===== src/rtl/dco_pkg.sv =====
// ============================================================================
// Module      : dco_pkg
// Description : Shared DCO period/code constants, period-to-code decoder and
//               period-meter state encoding.
// Revision    : 1.0 - initial release
// ============================================================================
`default_nettype none

package dco_pkg;

    // DCO period values N (half-period is N+1 clk cycles) and their codes
    localparam logic [15:0] c_N_CODE7 = 16'd10;
    localparam logic [15:0] c_N_CODE6 = 16'd9;
    localparam logic [15:0] c_N_CODE5 = 16'd8;
    localparam logic [15:0] c_N_CODE4 = 16'd7;
    localparam logic [15:0] c_N_CODE3 = 16'd6;
    localparam logic [15:0] c_N_CODE2 = 16'd5;
    localparam logic [15:0] c_N_CODE1 = 16'd4;
    localparam logic [15:0] c_N_CODE0 = 16'd3;
    localparam logic [15:0] c_N_ZERO  = 16'd50;

    localparam logic [7:0] c_CODE7 = 8'b1000_0000;
    localparam logic [7:0] c_CODE6 = 8'b0100_0000;
    localparam logic [7:0] c_CODE5 = 8'b0010_0000;
    localparam logic [7:0] c_CODE4 = 8'b0001_0000;
    localparam logic [7:0] c_CODE3 = 8'b0000_1000;
    localparam logic [7:0] c_CODE2 = 8'b0000_0100;
    localparam logic [7:0] c_CODE1 = 8'b0000_0010;
    localparam logic [7:0] c_CODE0 = 8'b0000_0001;
    localparam logic [7:0] c_CODE_ZERO = 8'b0000_0000;

    typedef enum logic [1:0] {
        IDLE  = 2'd0,
        ARMED = 2'd1,
        TRACK = 2'd2
    } meter_state_t;

    // Returns {err, code}; unmapped periods give err=1 with a zero code
    function automatic logic [8:0] period_to_code(input logic [15:0] n);
        logic [8:0] result;
        result = {1'b1, 8'h00};
        case (n)
            c_N_CODE7: result = {1'b0, c_CODE7};
            c_N_CODE6: result = {1'b0, c_CODE6};
            c_N_CODE5: result = {1'b0, c_CODE5};
            c_N_CODE4: result = {1'b0, c_CODE4};
            c_N_CODE3: result = {1'b0, c_CODE3};
            c_N_CODE2: result = {1'b0, c_CODE2};
            c_N_CODE1: result = {1'b0, c_CODE1};
            c_N_CODE0: result = {1'b0, c_CODE0};
            c_N_ZERO:  result = {1'b0, c_CODE_ZERO};
            default:   result = {1'b1, 8'h00};
        endcase
        return result;
    endfunction

endpackage

`default_nettype wire


===== src/rtl/dco_sync_edge.sv =====
// ============================================================================
// Module      : dco_sync_edge
// Description : Two-flop synchroniser for sig_in followed by a registered
//               both-edge detector (edge_det is a one-cycle pulse).
// Revision    : 1.0 - initial release
// ============================================================================
`default_nettype none

module dco_sync_edge (
    input  logic clk,
    input  logic resetn,
    input  logic sig_in,
    output logic edge_det
);

    logic r_sync1;
    logic r_sync2;
    logic r_prev;
    logic r_edge;

    always_ff @(posedge clk or negedge resetn) begin
        if (!resetn) begin
            r_sync1 <= 1'b0;
            r_sync2 <= 1'b0;
            r_prev  <= 1'b0;
            r_edge  <= 1'b0;
        end else begin
            r_sync1 <= sig_in;
            r_sync2 <= r_sync1;
            r_prev  <= r_sync2;
            r_edge  <= r_sync2 ^ r_prev;
        end
    end

    assign edge_det = r_edge;

endmodule

`default_nettype wire


===== src/rtl/dco_period_meter.sv =====
// ============================================================================
// Module      : dco_period_meter
// Description : Measures the edge-to-edge interval of a DCO waveform, decodes
//               it to the DCO code, tracks lock/timeout, valid/ready output.
// Revision    : 1.0 - initial release
// ============================================================================
`default_nettype none

module dco_period_meter
    import dco_pkg::*;
#(
    parameter int CNT_W      = 8,
    parameter int LOCK_COUNT = 4,
    parameter int TIMEOUT    = 200
) (
    input  logic             clk,
    input  logic             resetn,
    input  logic             ena,
    input  logic             sig_in,
    output logic             meas_valid,
    input  logic             meas_ready,
    output logic [CNT_W-1:0] half_period,
    output logic [7:0]       code_out,
    output logic             code_err,
    output logic             locked,
    output logic             timeout,
    output logic             overrun
);

    localparam logic [CNT_W-1:0] c_TIMEOUT    = CNT_W'(TIMEOUT);
    localparam logic [CNT_W-1:0] c_TIMEOUT_M1 = CNT_W'(TIMEOUT - 1);
    localparam logic [CNT_W-1:0] c_CNT_MAX    = '1;
    localparam logic [CNT_W-1:0] c_ONE        = CNT_W'(1);
    localparam logic [3:0]       c_LOCK       = 4'(LOCK_COUNT);

    logic             w_edge;
    meter_state_t     r_state,   w_state_nxt;
    logic [CNT_W-1:0] r_cnt,     w_cnt_nxt;
    logic [CNT_W-1:0] r_last_l,  w_last_l_nxt;
    logic [3:0]       r_match,   w_match_nxt;
    logic             r_valid,   w_valid_nxt;
    logic [CNT_W-1:0] r_half,    w_half_nxt;
    logic [7:0]       r_code,    w_code_nxt;
    logic             r_err,     w_err_nxt;
    logic             r_locked,  w_locked_nxt;
    logic             r_timeout, w_timeout_nxt;
    logic             r_overrun, w_overrun_nxt;
    logic             w_meas;
    logic [CNT_W-1:0] w_l;
    logic [CNT_W-1:0] w_n;
    logic [8:0]       w_dec;

    dco_sync_edge u_sync_edge (
        .clk      (clk),
        .resetn   (resetn),
        .sig_in   (sig_in),
        .edge_det (w_edge)
    );

    assign w_l   = (r_cnt == c_CNT_MAX) ? c_CNT_MAX : r_cnt + c_ONE;
    assign w_n   = w_l - c_ONE;
    assign w_dec = period_to_code(16'(w_n));

    always_comb begin
        w_state_nxt   = r_state;
        w_cnt_nxt     = (r_cnt == c_TIMEOUT) ? r_cnt : r_cnt + c_ONE;
        w_last_l_nxt  = r_last_l;
        w_match_nxt   = r_match;
        w_locked_nxt  = r_locked;
        w_timeout_nxt = r_timeout;
        w_meas        = 1'b0;

        case (r_state)
            IDLE: begin
                w_cnt_nxt = r_cnt;
                if (w_edge) begin
                    w_state_nxt   = ARMED;
                    w_cnt_nxt     = '0;
                    w_timeout_nxt = 1'b0;
                end
            end
            ARMED, TRACK: begin
                if (w_edge) begin
                    w_state_nxt   = TRACK;
                    w_cnt_nxt     = '0;
                    w_timeout_nxt = 1'b0;
                    w_meas        = 1'b1;
                    w_last_l_nxt  = w_l;
                    if (r_state == TRACK && w_l == r_last_l)
                        w_match_nxt = (r_match >= c_LOCK) ? c_LOCK : r_match + 4'd1;
                    else
                        w_match_nxt = 4'd1;
                    w_locked_nxt = (w_match_nxt == c_LOCK);
                end else if (r_cnt == c_TIMEOUT_M1) begin
                    // Counter reaches TIMEOUT on this edge: input is dead
                    w_state_nxt   = IDLE;
                    w_timeout_nxt = 1'b1;
                    w_locked_nxt  = 1'b0;
                    w_match_nxt   = 4'd0;
                end
            end
            default: begin
                w_state_nxt = IDLE;
            end
        endcase

        w_valid_nxt   = r_valid;
        w_overrun_nxt = 1'b0;
        w_half_nxt    = r_half;
        w_code_nxt    = r_code;
        w_err_nxt     = r_err;
        if (w_meas) begin
            w_valid_nxt   = 1'b1;
            w_overrun_nxt = r_valid && !meas_ready;
            w_half_nxt    = w_l;
            w_code_nxt    = w_dec[7:0];
            w_err_nxt     = w_dec[8];
        end else if (r_valid && meas_ready) begin
            w_valid_nxt = 1'b0;
        end

        if (!ena) begin
            w_state_nxt   = IDLE;
            w_cnt_nxt     = '0;
            w_match_nxt   = 4'd0;
            w_locked_nxt  = 1'b0;
            w_timeout_nxt = 1'b0;
            w_valid_nxt   = 1'b0;
            w_overrun_nxt = 1'b0;
            w_half_nxt    = '0;
            w_code_nxt    = 8'h00;
            w_err_nxt     = 1'b0;
        end
    end

    always_ff @(posedge clk or negedge resetn) begin
        if (!resetn) begin
            r_state   <= IDLE;
            r_cnt     <= '0;
            r_last_l  <= '0;
            r_match   <= 4'd0;
            r_valid   <= 1'b0;
            r_half    <= '0;
            r_code    <= 8'h00;
            r_err     <= 1'b0;
            r_locked  <= 1'b0;
            r_timeout <= 1'b0;
            r_overrun <= 1'b0;
        end else begin
            r_state   <= w_state_nxt;
            r_cnt     <= w_cnt_nxt;
            r_last_l  <= w_last_l_nxt;
            r_match   <= w_match_nxt;
            r_valid   <= w_valid_nxt;
            r_half    <= w_half_nxt;
            r_code    <= w_code_nxt;
            r_err     <= w_err_nxt;
            r_locked  <= w_locked_nxt;
            r_timeout <= w_timeout_nxt;
            r_overrun <= w_overrun_nxt;
        end
    end

    assign meas_valid  = r_valid;
    assign half_period = r_half;
    assign code_out    = r_code;
    assign code_err    = r_err;
    assign locked      = r_locked;
    assign timeout     = r_timeout;
    assign overrun     = r_overrun;

endmodule

`default_nettype wire

===== config.mk =====
export PLATFORM = sky130hd
export DESIGN_NAME = dco_period_meter
export DESIGN_NICKNAME = d
export VERILOG_FILES = /design/src/rtl/dco_pkg.sv /design/src/rtl/dco_sync_edge.sv /design/src/rtl/dco_period_meter.sv
export SDC_FILE = /design/constraint.sdc
export NUM_CORES = 1
export LEC_CHECK = 0
export ABC_AREA = 1
export CAP_MARGIN = 15
export CORE_MARGIN = 2
export CORE_UTILIZATION = 46
export CTS_CLUSTER_SIZE = 28
export DETAILED_ROUTE_END_ITERATION = 10
export PLACE_DENSITY_LB_ADDON = 0.25
export SETUP_SLACK_MARGIN = 0.5
export SYNTH_ARGS = -nofsm -noshare
export SYNTH_HDL_FRONTEND = slang
export SYNTH_HIERARCHICAL = 1
export SYNTH_SLANG_ARGS = --single-unit

===== constraint.sdc =====
create_clock -name clk -period 4.89 [get_ports clk]
set_input_delay 0.7335 -clock clk [delete_from_list [all_inputs] [get_ports clk]]
set_output_delay 0.7335 -clock clk [all_outputs]
set_load 0.01 [all_outputs]

==> impl_metrics.json <==
{
  "status": "completed",
  "pwr_density_cell_nw_per_um2": 377,
  "fmax_mhz": 398,
  "fin_crit_ns": 2.51,
  "tns_ns": 0,
  "final.setup.worst_slack_ns": 2.38,
  "postCtsSetupRepairBufs": 0,
  "ys_types": 32,
  "utilization_pct": 56.7,
  "setup_viol": 0,
  "dr.first_iter.drc_count": 100,
  "fp.coreArea_um2": 5170,
  "wirelength_mm": 5.23,
  "worstHoldPathType": "primary input to async pin",
  "r2r-end": "locked",
  "htree_levels": 2,
  "ctsResizeCount": 0,
  "grt_pass1_wl_mm": 8.99,
  "max_stage_delay_ns": 0.63,
  "clock-root-buffer": "clkbuf_8",
  "ys_seq_area_share_pct": 47.1,
  "portBuffers": 25,
  "place_hpwl_mm": 3.88,
  "syn_area_um2": 2500,
  "worstMarginPinSlew_ns": 0.673,
  "slew_viol_final": 0,
  "grt_pass1_vias": 1949,
  "stdcell_count": 406,
  "rrSetupSlack_ns": 2.38,
  "dp_cells": 397,
  "vias": 2075,
  "clk_pin_slew_ns": 0.09,
  "diodes": 0,
  "start_util_pct": 48.3,
  "reg2regPathDepth": 8,
  "required_ns": 5.14,
  "final_nets": 349,
  "clk-insertion-delay-late_ns": 0.31,
  "wl_per_cell_um": 12.9,
  "end_kind": "register",
  "ioPinCount": 26,
  "maxCapViolations": 0,
  "max-clock-path-buffers": 2,
  "cts_buffers": 5,
  "hold_buffers": 0,
  "post-route-drc-count": 0,
  "place_area_um2": 2820,
  "worstPathArrival_ns": 2.76,
  "p_leak_nw": 1.44,
  "clock_sinks": 47,
  "crit_path_start_kind": "register",
  "reg2reg_from": "r_state[1]",
  "ir_drop_mv": 0.184,
  "avgSynthCellArea_um2": 8.16,
  "rows": 26,
  "dp_slack_ns": 2.19,
  "path_class": "register to register",
  "synth_seq_cells": 47,
  "synth_warnings": 6,
  "drive_gt1_share_pct": 10.4,
  "cts_tree": "yes",
  "relSlewSlack_pct": 55.0,
  "worstPathCellList": "inv_1, ha_1, nand2_1, nor2_1, inv_1, nor2_1, nand4_1, nand2_1",
  "grt_max_degree": 48,
  "power.total_mw": 1.11,
  "grt.total_usage_pct": 18.6,
  "vias_per_cell": 5.11,
  "fp.dieArea_um2": 6030,
  "synthesis.nets": 320,
  "final_cell_mix": "nand2_1, dfrtp_1, inv_1",
  "gp_congestion": 0.895,
  "slowest_stage": "nor2_1",
  "syn_inst": 306,
  "rsz0062_at_grt": "no",
  "final_common_cell": "nand2_1",
  "antenna_found_initial": 0,
  "chipHeight_um": 77.7,
  "period_share_pct": 51.4,
  "postLayoutCellArea_um2": 2930,
  "areaGrowthSynthToFinish_pct": 17.5,
  "grt_overflow": 0,
  "clock_skew_ns": 0.00904,
  "die_x_um": 77.7,
  "holdWs_ns": 0.341,
  "first_pass_iters": 5,
  "ant_nets": 0,
  "path_max_fanout": 15,
  "hold_violations": 0
}
-- cells by family after synthesis --
family                   synth area share [%]
adder cells (fa/ha/maj)                  4.51
flip-flops                               47.1
AO/OA/AOI/OAI                            12.4
XOR/XNOR                                 1.75
buffers and inverters                    7.72
AND/OR/NAND/NOR                          26.6
-- registers in the layout, indices dropped and copies added, names as in the netlist, 2 cells and up --
name,count
r_last_l,8
half_period,8
code_out,8
r_state,2
r_match,4
r_cnt,8
-- critical path, delay by kind of cell, from the launching register on --
| family | cells | cell delay [ns] |
|---|---|---|
| buffers and inverters | 2 | 0.43 |
| AND/OR/NAND/NOR | 5 | 1.30 |
| flip-flops | 1 | 0.38 |
| adder cells (fa/ha/maj) | 1 | 0.34 |
-- synthesized netlist by cell type --
library cell	instances	area share [%]
a211oi_1	1	0.30
a21oi_1	6	1.2
a32o_1	6	2.4
buf_4	1	0.30
clkbuf_1	4	0.60
clkinv_4	1	0.35
dfrtp_1	47	47
ha_1	9	4.5
inv_1	40	6.0
inv_2	3	0.45
nand2_1	74	11
nand2_2	5	1.3
nand2_4	2	0.90
nand3_1	10	2.0
nand3_2	2	0.80
nand4_1	6	1.5
nor2_1	35	5.3
nor2_2	4	1.0
nor2_4	4	1.8
nor3_1	2	0.40
nor4_1	1	0.25
o21ai_0	25	5.0
o21ai_1	3	0.60
o21ai_2	1	0.35
o21bai_1	1	0.30
o21bai_2	1	0.45
o22ai_1	2	0.50
o31ai_1	3	0.90
o41ai_1	1	0.35
or2_2	1	0.25
xnor2_1	3	1.1
xor2_1	2	0.70
-- worst max path at each step --
stage	cells after the start	from	to	slack, ns
floorplan	13	r_cnt[0]	code_err	2.87
global placement	7	ena	locked	2.23
detailed placement	7	ena	locked	2.19
CTS	8	r_state[1]	locked	2.35
global route	8	r_state[1]	locked	2.09
finish	8	r_state[1]	locked	2.38
-- layer usage --
layer	global-route usage [%]	up-vias	wire length, um
li1	-	1038	-
met1	26.2	977	2590
met2	28.4	51	2360
met3	4.88	9	211
met4	5.00	0	70
met5	0	-	0
-- report_power, final --
group          total, mW  leakage [nW]  switching (mW)  internal [mW]
Clock              0.250        0.0474           0.134          0.115
Sequential         0.460         0.640          0.0314          0.428
Combinational      0.396         0.753           0.254          0.141
-- final cells by class --
type / instances / area, um2
multi-input combinational: 210 / 1130
fill: 476 / 2240
clock buffer: 6 / 82.6
timing repair buffer: 27 / 273
inverter: 44 / 170
tap: 70 / 87.6
clock inverter: 2 / 16.3
sequential: 47 / 1180
(Power assumes the default switching activity.)
